<file path="config.mk">
export PLATFORM = sky130hd
export DESIGN_NAME = mux_sel_arbiter
export DESIGN_NICKNAME = d
export VERILOG_FILES = /design/src/rtl/mux_sel_arbiter.sv
export SDC_FILE = /design/constraint.sdc
export NUM_CORES = 1
export LEC_CHECK = 0
export ABC_CLOCK_PERIOD_IN_PS = 7900
export CAP_MARGIN = 40
export CORE_MARGIN = 10
export CORE_UTILIZATION = 45
export DETAILED_ROUTE_END_ITERATION = 8
export PLACE_DENSITY_LB_ADDON = 0.25
export SETUP_SLACK_MARGIN = 0.4
export SLEW_MARGIN = 25
export SYNTH_ARGS = -nofsm -noshare
export SYNTH_HDL_FRONTEND = slang
export SYNTH_SLANG_ARGS = --single-unit
</file>
<file path="constraint.sdc">
create_clock -name clk -period 7.9 [get_ports clk]
set_input_delay 1.975 -clock clk [delete_from_list [all_inputs] [get_ports clk]]
set_output_delay 1.975 -clock clk [all_outputs]
set_load 0.05 [all_outputs]
</file>
<file path="src/rtl/mux_sel_arbiter.sv">
// mux_sel_arbiter: round-robin owner selection for a shared 8:1 mux path.
// Build option MUXARB_TIMEOUT_EN adds a hold counter that forces a handover
// after MAX_HOLD owned cycles when someone else is waiting. Without it the
// owner keeps the path until it drops its request and preempt stays low.
//
// state    | meaning
// ---------+----------------------------------------------------
// ST_IDLE  | no owner; gnt, sel, sel_valid, preempt all zero
// ST_OWNED | exactly one gnt bit set, sel holds the owner index

module mux_sel_arbiter #(
    parameter int unsigned MAX_HOLD = 16
) (
    input  logic       clk,
    input  logic       reset,
    input  logic [7:0] req,
    output logic [7:0] gnt,
    output logic [2:0] sel,
    output logic       sel_valid,
    output logic       preempt
);

    typedef enum logic {
        ST_IDLE  = 1'b0,
        ST_OWNED = 1'b1
    } state_t;

    state_t     r_state;
    state_t     w_state_nxt;
    logic [2:0] r_ptr;
    logic [7:0] r_gnt;
    logic [2:0] r_sel;
    logic       r_sel_valid;
    logic       r_preempt;

    logic [7:0] w_others;
    logic       w_owner_req;
    logic       w_timeout;
    logic       w_grant_new;
    logic [7:0] w_pool;
    logic [2:0] w_winner;
    logic [7:0] w_gnt_nxt;
    logic [2:0] w_sel_nxt;
    logic       w_valid_nxt;
    logic       w_preempt_nxt;

    // First set bit of pool scanning upward from start, wrapping 7 -> 0.
    function automatic logic [2:0] rr_pick(input logic [7:0] pool, input logic [2:0] start);
        logic [2:0] idx;
        logic       found;
        rr_pick = start;
        found   = 1'b0;
        for (int i = 0; i < 8; i++) begin
            idx = start + 3'(i);
            if (!found && pool[idx]) begin
                rr_pick = idx;
                found   = 1'b1;
            end
        end
    endfunction

    // Catch an out-of-range MAX_HOLD in simulation; synthesis ignores this.
    always_comb begin
        assert (MAX_HOLD >= 2 && MAX_HOLD <= 255);
    end

    assign w_owner_req = req[r_sel];
    assign w_others    = req & ~(8'd1 << r_sel);

`ifdef MUXARB_TIMEOUT_EN
    localparam logic [7:0] HOLD_LAST = 8'(MAX_HOLD - 1);

    logic [7:0] r_hold;

    // Hold counter: restarts on every grant, counts owned cycles, sticks at HOLD_LAST.
    always_ff @(posedge clk or posedge reset) begin
        if (reset) begin
            r_hold <= 8'd0;
        end else if (w_grant_new) begin
            r_hold <= 8'd0;
        end else if (r_state == ST_OWNED && r_hold != HOLD_LAST) begin
            r_hold <= r_hold + 8'd1;
        end
    end

    // Forced handover only while the owner still wants the path and others wait.
    assign w_timeout = (r_state == ST_OWNED) && (r_hold == HOLD_LAST) &&
                       w_owner_req && (|w_others);
`else
    assign w_timeout = 1'b0;
`endif

    // State, pointer and registered outputs; reset clears all of them asynchronously.
    always_ff @(posedge clk or posedge reset) begin
        if (reset) begin
            r_state     <= ST_IDLE;
            r_ptr       <= 3'd0;
            r_gnt       <= 8'd0;
            r_sel       <= 3'd0;
            r_sel_valid <= 1'b0;
            r_preempt   <= 1'b0;
        end else begin
            r_state     <= w_state_nxt;
            if (w_grant_new) begin
                r_ptr <= w_winner + 3'd1;
            end
            r_gnt       <= w_gnt_nxt;
            r_sel       <= w_sel_nxt;
            r_sel_valid <= w_valid_nxt;
            r_preempt   <= w_preempt_nxt;
        end
    end

    // Next state and the request pool the round-robin scan picks from.
    always_comb begin
        w_state_nxt = r_state;
        w_grant_new = 1'b0;
        w_pool      = req;
        case (r_state)
            ST_IDLE: begin
                if (|req) begin
                    w_state_nxt = ST_OWNED;
                    w_grant_new = 1'b1;
                end
            end
            ST_OWNED: begin
                if (!w_owner_req) begin
                    w_pool = w_others;
                    if (|w_others) begin
                        w_grant_new = 1'b1;
                    end else begin
                        w_state_nxt = ST_IDLE;
                    end
                end else if (w_timeout) begin
                    w_pool      = w_others;
                    w_grant_new = 1'b1;
                end
            end
            default: w_state_nxt = ST_IDLE;
        endcase
    end

    assign w_winner = rr_pick(w_pool, r_ptr);

    // Next output values: cleared in idle, reloaded on a new grant, else held.
    always_comb begin
        w_gnt_nxt     = r_gnt;
        w_sel_nxt     = r_sel;
        w_valid_nxt   = r_sel_valid;
        w_preempt_nxt = 1'b0;
        if (w_state_nxt == ST_IDLE) begin
            w_gnt_nxt   = 8'd0;
            w_sel_nxt   = 3'd0;
            w_valid_nxt = 1'b0;
        end else if (w_grant_new) begin
            w_gnt_nxt     = 8'd1 << w_winner;
            w_sel_nxt     = w_winner;
            w_valid_nxt   = 1'b1;
            w_preempt_nxt = w_timeout;
        end
    end

    assign gnt       = r_gnt;
    assign sel       = r_sel;
    assign sel_valid = r_sel_valid;
    assign preempt   = r_preempt;

endmodule

</file>
# [After elaboration in Yosys (flattened, before gate mapping)]
# Cells that the tools add are included.
[op_classes] addsub=8 mul=0 div_mod_pow=0 magnitude_cmp=9 eq_ne=1 n_shift=2 mux=46 bitwise_logic=3 reduce_logical=16
[ops] cell="$lt A3 B4 Y1 const B" n=9
[ops] cell="$mux W8" n=4
[ops] cell="$bmux W1 S3" n=9
[ops] cell="$mux W3" n=9
[ops] cell="$mux W1" n=22
[ops] cell="$reduce_or A8 Y1" n=2
[ops] cell="$shl A1 B3 Y8 const A" n=2
[ops] cell="$add A3 B3 Y3 const B" n=4
[ops] cell="$and A8 B8 Y8" n=1
[ops] cell="$not A8 Y8" n=1
[ops] cell="$logic_and A1 B1 Y1" n=7
[ops] cell="$logic_not A1 Y1" n=7
[ops] cell="$add A3 B1 Y3 const B" n=2
[ops] cell="$add A3 B2 Y3 const B" n=2
[ops] cell="$pmux W1 S2" n=2
[ops] cell="$ne A2 B1 Y1 const B" n=1
[ops] cell="$not A1 Y1" n=1
[word_totals] ff_bits=16 latch_bits=0 ramBits=0 mem_bits_ro=0 input_bits=10 out_inout_bits=13 word_cells=90 memories=0

# [Logic depth before layout (Yosys ltp)]
[depth] ltp_word=32 mapped_depth=16

# [Worst setup path before layout]
# OpenSTA, ideal clock, no wires.
[synth_path] kind="input port to flip-flop" from="input port req[1]" to="register r_ptr[2]" setup_time_ns=0.117 t_arrival_ns=4.601 required_ns=7.783 setup_slack_ns=3.182 stages=11 path_cell_list="clkbuf_1 > mux4_2 > mux2_4 > or4b_4 > a211oi_4 > nor4_4 > xnor2_4 > a21oi_1 > ha_1 > nand2_1 > nand2_1"
[synth_via] elab_chain_len=29 word_cells_on_any_way=56 cone_classes="add/sub: 1; mux: 38; bitwise: 1; reduce/logical: 16"
[synth_lines] item="start, declared" line_no="16" rtl="input logic [7:0] req,"
[synth_lines] item="$bmux W1 S3" line_no="67" rtl="assign w_owner_req = req[r_sel];"
[synth_lines] item="$mux W1 (implied by the code)" line_no="67"
[synth_lines] item="$mux W8" line_no="127" rtl="if (!w_owner_req) begin"
[synth_lines] item="$mux W8" line_no="119" rtl="case (r_state)"
[synth_lines] item="$bmux W1 S3" line_no="55" rtl="if (!found && pool[idx]) begin"
[synth_lines] item="$mux W1 (implied by the code)" line_no="55"
[synth_lines] item="$mux W1" line_no="55"
[synth_lines] item="$logic_not A1 Y1" line_no="55"
[synth_lines] item="(+13 left out)"
[synth_lines] item="$mux W1" line_no="55"
[synth_lines] item="$logic_not A1 Y1" line_no="55"
[synth_lines] item="$logic_and A1 B1 Y1" line_no="55"
[synth_lines] item="$mux W1" line_no="55"
[synth_lines] item="$logic_not A1 Y1" line_no="55"
[synth_lines] item="$logic_and A1 B1 Y1" line_no="55"
[synth_lines] item="$mux W3" line_no="55"
[synth_lines] item="$add A3 B1 Y3" line_no="105" rtl="r_ptr <= w_winner + 3'd1;"
[synth_lines] item="end signal, assigned" line_no="105"
[synth_lines] item="end, declared" line_no="30" rtl="logic [2:0] r_ptr;"
# Parallel ways exist; a longest one is shown, timed or not. The select of a mux whose other input is x is not followed.
# A chain may end at the register's enable or synchronous reset.

# [Final worst setup path]
[layout_path] from="input port req[5]" to="register r_ptr[2]"
# Same word-level chain as after synthesis.

==> flow_summary.json <==
{
  "worstPathRequired_ns": 8.03,
  "cts_buffer_depth": 2,
  "grt_max_degree": 19,
  "final_layout_size_suffix_gt1_share_pct": 16.3,
  "grt_pass1_vias": 1619,
  "cts_tree": "done",
  "fmax_mhz": 194,
  "synthToLayoutAreaGrowth_pct": 12.3,
  "synth-edff-count": 0,
  "drv_cap": 0,
  "synthCells": 195,
  "synth.avg_cell_area_um2": 9.52,
  "yosysWarnings": 0,
  "synth_cell_types": 55,
  "pre_cts_ws_ns": 2.49,
  "antenna_found_initial": 0,
  "setup_ws_ns": 2.73,
  "cpLargestDelayFamily": "multiplexers",
  "synth_ff_type": "dfrtp_1",
  "htree_levels": 1,
  "place_congestion": 0.844,
  "die_x_um": 84.2,
  "path_clk_slew_ns": 0.06,
  "drv_slew": 0,
  "hold_viol": 0,
  "worstPathMaxFanout": 11,
  "insertion_delay_ns": 0.24,
  "die_h_um": 84.2,
  "syn_area_um2": 1860,
  "track_usage_pct": 13.0,
  "startpoint_type": "input pin",
  "slowest_delay_ns": 0.60,
  "port_buffers": 21,
  "wl_per_cell_um": 18.4,
  "cp_num_buf_inv": 1,
  "worstHoldPathType": "register to register",
  "drtAntennaViolNets": 0,
  "antenna_cells": 0,
  "crit_slowest_cell": "clkdlybuf4s50_1",
  "synth_seq_cells": 16,
  "cpMostUsedCell": "nand2_1",
  "post_cts_buffers": 0,
  "cts.sinks": 16,
  "initial_core_util_pct": 46.4,
  "period_share_pct": 65.4,
  "setup_viol": 0,
  "final_util_pct": 52.1,
  "rows": 23,
  "post_cts_resized": 0,
  "drtIter0Drc": 121,
  "dieArea_um2": 7100,
  "core_area_um2": 4000,
  "period_needed_ns": 5.17,
  "vias": 1576,
  "cts-root-buf": "clkbuf_8",
  "ys_seq_area_share_pct": 21.6,
  "postCtsHoldBufs": 0,
  "cp_cell_sequence": "clkdlybuf4s50_1 -> mux4_2 -> mux2_4 -> or4b_4 -> a211oi_4 -> nor4_4 -> xnor2_4 -> a21oi_1 -> ha_1 -> nand2_1 -> nand2_1",
  "via_per_inst": 6.25,
  "dp_hpwl_um": 3560,
  "relSlewSlack_pct": 53.6,
  "synth_nets": 208,
  "rsz0062_at_grt": "no",
  "grt.overflow.total": 0,
  "worst_pin_slew_ns": 0.691,
  "pin_count": 23,
  "fin_skew_ns": 0.000644,
  "drcViolationCount": 0,
  "setup-tns-final_ns": 0,
  "grt_pass1_wl_um": 7990,
  "finalNetCount": 217,
  "wl_um": 4630,
  "fill_cells": 359,
  "status": "finished clean",
  "cts_made_buffers": 3,
  "arrival_ns": 5.30,
  "async_flop_share_pct": 100,
  "drt_pass1_iterations": 4,
  "crit_type": "input pin to register",
  "worstSetupEndpointType": "register"
}
==> registers in the layout, indices dropped and copies added (netlist names) <==
register	flops
gnt	8
r_ptr	3
sel	3
r_state	1
sel_valid	1
==> path summary, 6_finish.rpt <==
check / start / end / slack (ns) / cells after the start
setup / recovery: req[5] / r_ptr[2] / 2.73 / 11
hold / removal: sel_valid / sel_valid / 0.49 / 2
setup reg to reg: r_ptr[0] / r_ptr[2] / 3.20 / 12
hold reg to reg: sel_valid / sel_valid / 0.49 / 2
max in group asynchronous: reset / gnt[7] / 5.43 / 2
min in group asynchronous: reset / sel[0] / 2.09 / 2
==> through the flow <==
| step | instance area, um2 | instances | hold WS, ns |
|---|---|---|---|
| CTS | 2080 | 251 | 0.486 |
| global route | 2090 | 252 | 0.514 |
| global placement | 2040 | 248 | 0.461 |
| detailed placement | 2040 | 248 | 0.471 |
| floorplan | 1860 | 195 | 0.715 |
| finish | 2090 | 252 | 0.485 |
==> area by class of cell <==
| cell class | instances | area (um2) | area share, % |
|---|---|---|---|
| clock buffers | 3 | 41.3 | 1.98 |
| flip-flops and latches | 16 | 400 | 19.2 |
| multi-input cells | 156 | 1350 | 64.5 |
| repair buffers | 22 | 218 | 10.4 |
| well taps | 50 | 62.6 | 3.00 |
| inverters | 5 | 18.8 | 0.900 |
==> cells by family after synthesis <==
group                      synth area share [%]
other                                     0.202
adders and majority gates                  2.02
buffers and inverters                      6.00
muxes                                      29.0
DFF                                        21.6
AOI/OAI and AO/OA                          18.2
and+or+nand+nor                            19.2
xor gates and xnor gates                   3.84
==> cell usage after synthesis, types with 4 or more instances <==
cell	number	share of area [%]
a21oi_1	10	2.7
a22o_1	4	1.9
clkbuf_1	12	2.4
dfrtp_1	16	22
inv_1	4	0.81
mux2_2	7	4.2
mux2i_1	17	9.2
mux4_2	11	13
nand2_1	19	3.8
nand3b_1	5	2.0
nor2_1	11	2.2
nor3_1	6	1.6
o21ai_0	4	1.1
o21ai_1	5	1.3
==> cell usage in the layout (no fill, tap or decap), types with 3 or more instances in the layout <==
cell / Yosys / layout
clkdlybuf4s50_1: 0 / 21
nand2_1: 19 / 19
mux2i_1: 17 / 17
dfrtp_1: 16 / 16
mux4_2: 11 / 11
nor2_1: 11 / 11
a21oi_1: 10 / 10
mux2_2: 7 / 7
nor3_1: 6 / 6
nand3b_1: 5 / 5
o21ai_1: 5 / 5
o21ai_0: 4 / 4
inv_1: 4 / 4
a22o_1: 4 / 4
nor2b_1: 3 / 3
xor2_1: 3 / 3
nand2b_1: 3 / 3
o31ai_1: 3 / 3
nand3_1: 3 / 3
ha_1: 3 / 3
clkbuf_8: 0 / 3
==> per-layer routing <==
layer / wire length, um / track usage, % / up-vias
met5: 0 / 0 / -
li1: - / - / 753
met4: 50 / 3.65 / 0
met3: 215 / 3.19 / 6
met1: 2080 / 15.9 / 783
met2: 2270 / 22.1 / 34
==> tightest hold or removal path, stage by stage (launching register included) <==
cell,delay (ns)
dfrtp_1,0.34
nand2_1,0.05
nand2_1,0.06
Power is not shown: default switching activity piles up to over one toggle a cycle in this logic, so the estimate is an artifact.
